[src/rtl/ob_pkg.sv]
// ob_pkg: order-book table types shared by the table sequencer and its neighbours.
package ob_pkg;
    typedef logic [15:0] uid_t;
    typedef logic [15:0] quantity_t;
    typedef struct packed {
        uid_t        uid;
        quantity_t   qty;
        logic [15:0] price;
    } table_t;
    typedef enum logic [1:0] {ARB, DRAIN, DONE} ob_tbl_ctrl_state_t;
    function automatic logic [31:0] sat_inc32(input logic [31:0] v);
        return &v ? v : v + 32'd1;
    endfunction
endpackage

[src/rtl/ob_tbl_ctrl_if.sv]
// ob_tbl_ctrl_if: requester-side handshakes (head, insert, cancel, flush) of the table sequencer.
interface ob_tbl_ctrl_if;
    import ob_pkg::*;
    logic   hd_vld, hd_push, hd_rdy;
    table_t hd_push_tbl;
    logic   ins_vld, ins_rdy;
    table_t ins_tbl;
    logic   cxl_vld, cxl_rdy;
    uid_t   cxl_uid;
    logic   cxl_rsp_vld_r, cxl_rsp_hit_r;
    table_t cxl_rsp_tbl_r;
    logic   flush_req, flush_done_r, flush_side_r;
    modport master (
        output hd_vld, hd_push, hd_push_tbl, ins_vld, ins_tbl, cxl_vld, cxl_uid, flush_req,
        input  hd_rdy, ins_rdy, cxl_rdy, cxl_rsp_vld_r, cxl_rsp_hit_r, cxl_rsp_tbl_r,
               flush_done_r, flush_side_r
    );
    modport slave (
        input  hd_vld, hd_push, hd_push_tbl, ins_vld, ins_tbl, cxl_vld, cxl_uid, flush_req,
        output hd_rdy, ins_rdy, cxl_rdy, cxl_rsp_vld_r, cxl_rsp_hit_r, cxl_rsp_tbl_r,
               flush_done_r, flush_side_r
    );
endinterface

[src/rtl/ob_tbl_ctrl_arb.sv]
// ob_tbl_ctrl_arb: head > cancel > insert fixed priority with an aged-insert override of cancel.
module ob_tbl_ctrl_arb (
    input  logic en,
    input  logic hd_vld,
    input  logic hd_push,
    input  logic head_vld,
    input  logic full,
    input  logic cxl_vld,
    input  logic ins_vld,
    input  logic age_hit,
    output logic hd_gnt,
    output logic cxl_gnt,
    output logic ins_gnt
);
    logic hd_ok, ins_ok, ins_force;
    always_comb begin
        hd_ok     = hd_vld && (hd_push ? !full : head_vld);
        ins_ok    = ins_vld && !full;
        ins_force = age_hit && ins_ok;
        hd_gnt    = en && hd_ok;
        cxl_gnt   = en && !hd_ok && cxl_vld && !ins_force;
        ins_gnt   = en && !hd_ok && ins_ok && (ins_force || !cxl_vld);
    end
endmodule

[src/rtl/ob_tbl_ctrl.sv]
// ob_tbl_ctrl: single-port sequencer in front of one order table (arbitration, cancel response, flush).
// Define OB_TBL_CTRL_STATS_EN to add saturating activity counters.
module ob_tbl_ctrl
    import ob_pkg::*;
#(
    parameter int AGE_MAX = 8,
    parameter bit IS_ASK  = 1'b1
) (
    input  logic         clk,
    input  logic         rst,
    ob_tbl_ctrl_if.slave req,
    output logic         tbl_head_pop,
    output logic         tbl_head_push,
    output table_t       tbl_head_push_tbl,
    output logic         tbl_insert,
    output table_t       tbl_insert_tbl,
    output logic         tbl_cancel,
    output uid_t         tbl_cancel_uid,
    input  logic         tbl_cancel_hit_w,
    input  table_t       tbl_cancel_hit_tbl_w,
    input  logic         tbl_full_w,
    input  logic         tbl_head_vld_r
`ifdef OB_TBL_CTRL_STATS_EN
    ,
    output logic [31:0]  stat_ins_r,
    output logic [31:0]  stat_cxl_hit_r,
    output logic [31:0]  stat_cxl_miss_r,
    output logic [31:0]  stat_hd_r
`endif
);
    ob_tbl_ctrl_state_t state_q, state_d;
    logic       full_q, rsp_vld_q, rsp_vld_d, rsp_hit_q, rsp_hit_d, done_q, done_d, side_q, side_d;
    logic [7:0] age_q, age_d;
    table_t     rsp_tbl_q, rsp_tbl_d;
    logic       hd_gnt, cxl_gnt, ins_gnt;

    ob_tbl_ctrl_arb u_arb (
        .en       (state_q == ARB),
        .hd_vld   (req.hd_vld),
        .hd_push  (req.hd_push),
        .head_vld (tbl_head_vld_r),
        .full     (full_q),
        .cxl_vld  (req.cxl_vld),
        .ins_vld  (req.ins_vld),
        .age_hit  (age_q == 8'(AGE_MAX)),
        .hd_gnt   (hd_gnt),
        .cxl_gnt  (cxl_gnt),
        .ins_gnt  (ins_gnt)
    );

    always_comb begin
        state_d   = state_q == ARB   ? ((req.flush_req && !(hd_gnt || cxl_gnt || ins_gnt)) ? DRAIN : ARB) :
                    state_q == DRAIN ? (tbl_head_vld_r ? DRAIN : DONE) : ARB;
        // age saturates at the threshold so the override stays armed until insert wins
        age_d     = ins_gnt ? 8'd0 :
                    (req.ins_vld && !full_q && age_q != 8'(AGE_MAX)) ? age_q + 8'd1 : age_q;
        rsp_vld_d = cxl_gnt;
        rsp_hit_d = cxl_gnt && tbl_cancel_hit_w;
        rsp_tbl_d = rsp_hit_d ? tbl_cancel_hit_tbl_w : '0;
        done_d    = state_d == DONE;
        side_d    = state_d == DONE && IS_ASK;
    end

    always_ff @(posedge clk or negedge rst) begin
        if (!rst) begin
            state_q   <= ARB;
            full_q    <= 1'b0;
            age_q     <= 8'd0;
            rsp_vld_q <= 1'b0;
            rsp_hit_q <= 1'b0;
            rsp_tbl_q <= '0;
            done_q    <= 1'b0;
            side_q    <= 1'b0;
        end else begin
            state_q   <= state_d;
            full_q    <= tbl_full_w;
            age_q     <= age_d;
            rsp_vld_q <= rsp_vld_d;
            rsp_hit_q <= rsp_hit_d;
            rsp_tbl_q <= rsp_tbl_d;
            done_q    <= done_d;
            side_q    <= side_d;
        end
    end

    assign req.hd_rdy        = hd_gnt;
    assign req.cxl_rdy       = cxl_gnt;
    assign req.ins_rdy       = ins_gnt;
    assign req.cxl_rsp_vld_r = rsp_vld_q;
    assign req.cxl_rsp_hit_r = rsp_hit_q;
    assign req.cxl_rsp_tbl_r = rsp_tbl_q;
    assign req.flush_done_r  = done_q;
    assign req.flush_side_r  = side_q;
    assign tbl_head_pop      = (hd_gnt && !req.hd_push) || (state_q == DRAIN && tbl_head_vld_r);
    assign tbl_head_push     = hd_gnt && req.hd_push;
    assign tbl_head_push_tbl = tbl_head_push ? req.hd_push_tbl : '0;
    assign tbl_insert        = ins_gnt;
    assign tbl_insert_tbl    = ins_gnt ? req.ins_tbl : '0;
    assign tbl_cancel        = cxl_gnt;
    assign tbl_cancel_uid    = cxl_gnt ? req.cxl_uid : '0;

`ifdef OB_TBL_CTRL_STATS_EN
    logic [31:0] st_ins_q, st_ins_d, st_hit_q, st_hit_d, st_miss_q, st_miss_d, st_hd_q, st_hd_d;
    always_comb begin
        st_ins_d  = ins_gnt ? sat_inc32(st_ins_q) : st_ins_q;
        st_hit_d  = (cxl_gnt && tbl_cancel_hit_w) ? sat_inc32(st_hit_q) : st_hit_q;
        st_miss_d = (cxl_gnt && !tbl_cancel_hit_w) ? sat_inc32(st_miss_q) : st_miss_q;
        st_hd_d   = hd_gnt ? sat_inc32(st_hd_q) : st_hd_q;
    end
    always_ff @(posedge clk or negedge rst) begin
        if (!rst) begin
            st_ins_q  <= '0;
            st_hit_q  <= '0;
            st_miss_q <= '0;
            st_hd_q   <= '0;
        end else begin
            st_ins_q  <= st_ins_d;
            st_hit_q  <= st_hit_d;
            st_miss_q <= st_miss_d;
            st_hd_q   <= st_hd_d;
        end
    end
    assign stat_ins_r      = st_ins_q;
    assign stat_cxl_hit_r  = st_hit_q;
    assign stat_cxl_miss_r = st_miss_q;
    assign stat_hd_r       = st_hd_q;
`endif
endmodule

[src/flat_wrapper.sv]
// flat-port wrapper written by rule: the top's interface ports become plain ports
module ob_tbl_ctrl_flat import ob_pkg::*;
#(
    parameter int AGE_MAX = 8,
    parameter bit IS_ASK  = 1'b1
)
  (clk, rst, tbl_head_pop, tbl_head_push, tbl_head_push_tbl, tbl_insert, tbl_insert_tbl, tbl_cancel, tbl_cancel_uid, tbl_cancel_hit_w, tbl_cancel_hit_tbl_w, tbl_full_w, tbl_head_vld_r, req_hd_vld, req_hd_push, req_hd_push_tbl, req_ins_vld, req_ins_tbl, req_cxl_vld, req_cxl_uid, req_flush_req, req_hd_rdy, req_ins_rdy, req_cxl_rdy, req_cxl_rsp_vld_r, req_cxl_rsp_hit_r, req_cxl_rsp_tbl_r, req_flush_done_r, req_flush_side_r);
  ob_tbl_ctrl_if req_i ();
  input  logic clk;
  input  logic rst;
  output logic tbl_head_pop;
  output logic tbl_head_push;
  output table_t tbl_head_push_tbl;
  output logic tbl_insert;
  output table_t tbl_insert_tbl;
  output logic tbl_cancel;
  output uid_t tbl_cancel_uid;
  input  logic tbl_cancel_hit_w;
  input  table_t tbl_cancel_hit_tbl_w;
  input  logic tbl_full_w;
  input  logic tbl_head_vld_r;
  input wire logic [$bits(req_i.hd_vld)-1:0] req_hd_vld;
  input wire logic [$bits(req_i.hd_push)-1:0] req_hd_push;
  input wire logic [$bits(req_i.hd_push_tbl)-1:0] req_hd_push_tbl;
  input wire logic [$bits(req_i.ins_vld)-1:0] req_ins_vld;
  input wire logic [$bits(req_i.ins_tbl)-1:0] req_ins_tbl;
  input wire logic [$bits(req_i.cxl_vld)-1:0] req_cxl_vld;
  input wire logic [$bits(req_i.cxl_uid)-1:0] req_cxl_uid;
  input wire logic [$bits(req_i.flush_req)-1:0] req_flush_req;
  output wire logic [$bits(req_i.hd_rdy)-1:0] req_hd_rdy;
  output wire logic [$bits(req_i.ins_rdy)-1:0] req_ins_rdy;
  output wire logic [$bits(req_i.cxl_rdy)-1:0] req_cxl_rdy;
  output wire logic [$bits(req_i.cxl_rsp_vld_r)-1:0] req_cxl_rsp_vld_r;
  output wire logic [$bits(req_i.cxl_rsp_hit_r)-1:0] req_cxl_rsp_hit_r;
  output wire logic [$bits(req_i.cxl_rsp_tbl_r)-1:0] req_cxl_rsp_tbl_r;
  output wire logic [$bits(req_i.flush_done_r)-1:0] req_flush_done_r;
  output wire logic [$bits(req_i.flush_side_r)-1:0] req_flush_side_r;
  assign req_i.hd_vld = req_hd_vld;
  assign req_i.hd_push = req_hd_push;
  assign req_i.hd_push_tbl = req_hd_push_tbl;
  assign req_i.ins_vld = req_ins_vld;
  assign req_i.ins_tbl = req_ins_tbl;
  assign req_i.cxl_vld = req_cxl_vld;
  assign req_i.cxl_uid = req_cxl_uid;
  assign req_i.flush_req = req_flush_req;
  assign req_hd_rdy = req_i.hd_rdy;
  assign req_ins_rdy = req_i.ins_rdy;
  assign req_cxl_rdy = req_i.cxl_rdy;
  assign req_cxl_rsp_vld_r = req_i.cxl_rsp_vld_r;
  assign req_cxl_rsp_hit_r = req_i.cxl_rsp_hit_r;
  assign req_cxl_rsp_tbl_r = req_i.cxl_rsp_tbl_r;
  assign req_flush_done_r = req_i.flush_done_r;
  assign req_flush_side_r = req_i.flush_side_r;
  ob_tbl_ctrl #(.AGE_MAX(AGE_MAX), .IS_ASK(IS_ASK)) u_core (.clk(clk), .rst(rst), .req(req_i), .tbl_head_pop(tbl_head_pop), .tbl_head_push(tbl_head_push), .tbl_head_push_tbl(tbl_head_push_tbl), .tbl_insert(tbl_insert), .tbl_insert_tbl(tbl_insert_tbl), .tbl_cancel(tbl_cancel), .tbl_cancel_uid(tbl_cancel_uid), .tbl_cancel_hit_w(tbl_cancel_hit_w), .tbl_cancel_hit_tbl_w(tbl_cancel_hit_tbl_w), .tbl_full_w(tbl_full_w), .tbl_head_vld_r(tbl_head_vld_r));
endmodule
[config.mk]
export PLATFORM = sky130hd
export DESIGN_NAME = ob_tbl_ctrl_flat
export DESIGN_NICKNAME = d
export VERILOG_FILES = /design/src/rtl/ob_pkg.sv /design/src/rtl/ob_tbl_ctrl_if.sv /design/src/rtl/ob_tbl_ctrl_arb.sv /design/src/rtl/ob_tbl_ctrl.sv /design/src/flat_wrapper.sv
export SDC_FILE = /design/constraint.sdc
export NUM_CORES = 1
export LEC_CHECK = 0
export CORE_AREA = 2 2 133 135
export CTS_CLUSTER_DIAMETER = 100
export CTS_CLUSTER_SIZE = 28
export DETAILED_ROUTE_END_ITERATION = 12
export DIE_AREA = 0 0 135 137
export PLACE_DENSITY = 0.68
export SYNTH_ARGS = -nofsm -noshare
export SYNTH_HDL_FRONTEND = slang
export SYNTH_HIERARCHICAL = 1
export SYNTH_SLANG_ARGS = --single-unit
[constraint.sdc]
create_clock -name clk -period 3.1 [get_ports clk]
set_clock_uncertainty 0.2 [all_clocks]
set_input_delay 0.31 -clock clk [delete_from_list [all_inputs] [get_ports clk]]
set_output_delay 0.31 -clock clk [all_outputs]
set_load 0.1 [all_outputs]
==> flow_summary.toml <==
[run_status]
status = "finished, final reports clean"

[floorplan]
die-area_um2 = 18500
chipHeight_um = 137
initial_core_util_pct = 18.1
die_x_um = 135
row_count = 48
io_pins = 341
core_um2 = 17100

[route]
drc_errors = 0
met3WireLength_um = 1510
dr.pass1.iters = 4
via_count = 3820
initialDrtViolationCount = 118
drt.antenna.violating_nets = 0
top_layer_used = "met5"
routed_wl_um = 16600
wl_met1_um = 6240
dr_wl_met2_um = 8610
wl_per_cell_um = 18.6
vias_per_cell = 4.28

[placement]
hpwl_um = 12300
gp_congestion = 0.812
io_buffer_count = 340
placed_cell_area_um2 = 7880

[worst_setup_path]
crit_type = "flip-flop to primary output"
end_kind = "primary output"
setup.worst_path.start = "u_core/age_q[0]"
start_kind = "flip-flop"
worstPathArrival_ns = 2.51
cp.required_ns = 2.59
r2r_cells = 11
crit_path_end = "tbl_insert_tbl[24]"
r2r_end = "u_core/state_q[0]"
r2r_start = "u_core/age_q[0]"
cp_max_fo = 7
rrSetupSlack_ns = 0.44

[run]
maxCapViolCount = 0

[clocking]
clock_sinks = 62
cts_max_level = 3
clkTransAtPathRegs_ns = 0.05
clk_path_buf_depth = 2
cts_made_buffers = 9
cts_root_buf = "clkbuf_16"
clk_latency_ns = 0.33
cts_tree = "done"

[timing]
fmax_ghz = 0.331
hold_viol = 0
post-route-period-util_pct = 97.3
slew-limit-headroom_pct = 46.3
worstMarginPinSlew_ns = 0.805
rsz0062_at_grt = "yes"
final-setup-viol-count = 0
drv_slew = 0
min_period_ns = 3.02

[global_route]
track_usage_pct = 16.7
grt_max_degree = 63
grt_pass1_wl_um = 23000
antenna_found_initial = 1
grt_pass1_vias = 3801
grt-ovfl-total = 0

[yosys]
synth.cell_area_um2 = 3090
synth.area.top_cells = "dfrtp_1, and3_1, and2_1"
yosys.area.top_type = "dfrtp_1"
ys_ff_latch = 62
syn-mean-instance-area_um2 = 9.81
synth.distinct_cells = 29
synth.net_count = 487
synth.top_cell.area_share_pct = 50.2
synth_cells = 315
yosysWarnings = 6
ys_seq_area_share_pct = 50.2

[layout]
final_cell_area_um2 = 8370
regArea_um2 = 1550
layout.nets = 834
fillers = 1505
drive_gt1_share_pct = 43.8
syn_to_final_growth_pct = 171
multi_input_area_um2 = 1590

[min_path]
hp-start = "tbl_full_w"
hp-class = "input port to flip-flop"

[pwr]
ir_drop_v = 0.000354
powerDensity_nw_per_um2 = 550
cellLeakagePower_nw = 4.02
power_w = 0.00461
==> critical path, cell delays in order, from the launching register on <==
cell and delay (ns):
dfrtp_2 0.44, inv_2 0.07, ha_1 0.15, nor4b_4 0.21, and3_4 0.22, nor2b_1 0.06, nor3b_2 0.20, buf_4 0.18
and3_4 0.29, and2_2 0.20, buf_12 0.17
==> logic make-up after synthesis <==
group                    after synthesis  share of synthesized area (%)
AND/OR/NAND/NOR                      195                           40.1
buffers and inverters                 38                           4.98
multiplexers                           2                          0.689
flip-flops                            62                           50.2
AO/OA/AOI/OAI                         16                           3.16
adder cells (fa/ha/maj)                2                          0.810
==> per-stage QoR <==
step / utilization, % / hold slack (ns) / setup WS, ns / instances / TNS (ns)
4_1_cts: 48.4 / 0.201 / 0.0369 / 879 / 0
6_report: 49.1 / 0.226 / 0.0824 / 893 / 0
3_5_place_dp: 46.2 / 0.296 / 0.152 / 856 / 0
2_1_floorplan: - / -0.186 / -0.137 / 315 / -1.73
5_1_grt: 49.1 / 0.224 / -0.0241 / 891 / -0.228
3_3_place_gp: 46.2 / 0.288 / 0.211 / 856 / 0
==> layer usage <==
| layer | GRT usage [%] | vias up |
|---|---|---|
| met4 | 4.86 | 2 |
| met3 | 6.48 | 16 |
| li1 | - | 1774 |
| met5 | 0 | - |
| met1 | 19.2 | 1819 |
| met2 | 29.0 | 209 |
==> layout by cell type, fill, tap and decap left out, types with 2 or more instances in the layout <==
master / Yosys / routed
clkdlybuf4s50_1: 0 / 168
buf_12: 0 / 121
and3_1: 98 / 96
buf_4: 3 / 70
dfrtp_1: 62 / 60
and2_2: 0 / 43
and2_4: 0 / 21
clkbuf_16: 0 / 9
and3_4: 0 / 7
a21oi_1: 7 / 7
inv_1: 7 / 6
nor2_1: 5 / 4
nand2_1: 4 / 4
clkinvlp_4: 0 / 3
nand2b_1: 3 / 3
or4_1: 3 / 3
nand3b_1: 3 / 3
o21ai_0: 4 / 3
diode_2: 0 / 2
and2_1: 66 / 2
nor3b_1: 3 / 2
o31ai_1: 2 / 2
nand3_1: 2 / 2
or3_2: 2 / 2
ha_1: 2 / 2
dfrtp_2: 0 / 2
==> sequential cells by signal (all words and copies together) (netlist names) <==
name / cells
u_core/age_q: 8
u_core/full_q: 1
u_core/req.cxl_rsp_hit_r: 1
u_core/req.cxl_rsp_tbl_r: 48
u_core/req.cxl_rsp_vld_r: 1
u_core/req.flush_side_r: 1
u_core/state_q: 2
==> timing repair <==
action | 4_1_cts | 5_1_grt
endpoints found under the hold margin | 62 | 0
setup buffers | 2 | 11
pin swaps | 3 | 11
cloned | 5 | 1
resized for setup | 7 | 17
hold buffers | 1 | 0
endpoints found under the setup margin | 48 | 64
==> layout make-up <==
class,count,area share [%]
clock inverter,5,0.433
clock buffer,10,2.85
tap,225,3.36
timing repair buffer,361,55.5
antenna,2,0.0598
inverter,7,0.314
sequential,62,18.6
multi-input combinational,221,18.9
==> worst min-delay path by stage <==
stage | endpoint | slack, ns | cells after the start
floorplan | u_core/age_q[0] | -0.19 | 0
global placement | u_core/state_q[0] | 0.29 | 1
detailed placement | u_core/state_q[0] | 0.30 | 1
CTS | u_core/full_q | 0.20 | 1
global route | u_core/full_q | 0.22 | 1
finish | u_core/full_q | 0.23 | 1
==> synthesized netlist by cell type (all sizes together) <==
library cell / n
a21oi: 7
a311o: 1
a311oi: 1
and2: 66
and3: 98
and4: 1
buf: 3
clkbuf: 28
dfrtp: 62
ha: 2
inv: 7
mux2: 1
mux2i: 1
nand2: 4
nand2b: 3
nand3: 2
nand3b: 3
nand4b: 2
nor2: 5
nor2b: 1
nor3b: 3
nor4b: 1
o211ai: 1
o21ai: 4
o31ai: 2
or3: 3
or4: 3
==> where the power goes <==
| group | leakage, nW | total (W) | internal (W) | switching [W] |
|---|---|---|---|---|
| registers | 0.842 | 0.000982 | 0.000903 | 0.0000789 |
| logic | 3.05 | 0.00271 | 0.000942 | 0.00177 |
| clock network | 0.127 | 0.000917 | 0.000556 | 0.000360 |
| total | 4.02 | 0.00461 | 0.00240 | 0.00221 |
(Power assumes the default switching activity.)
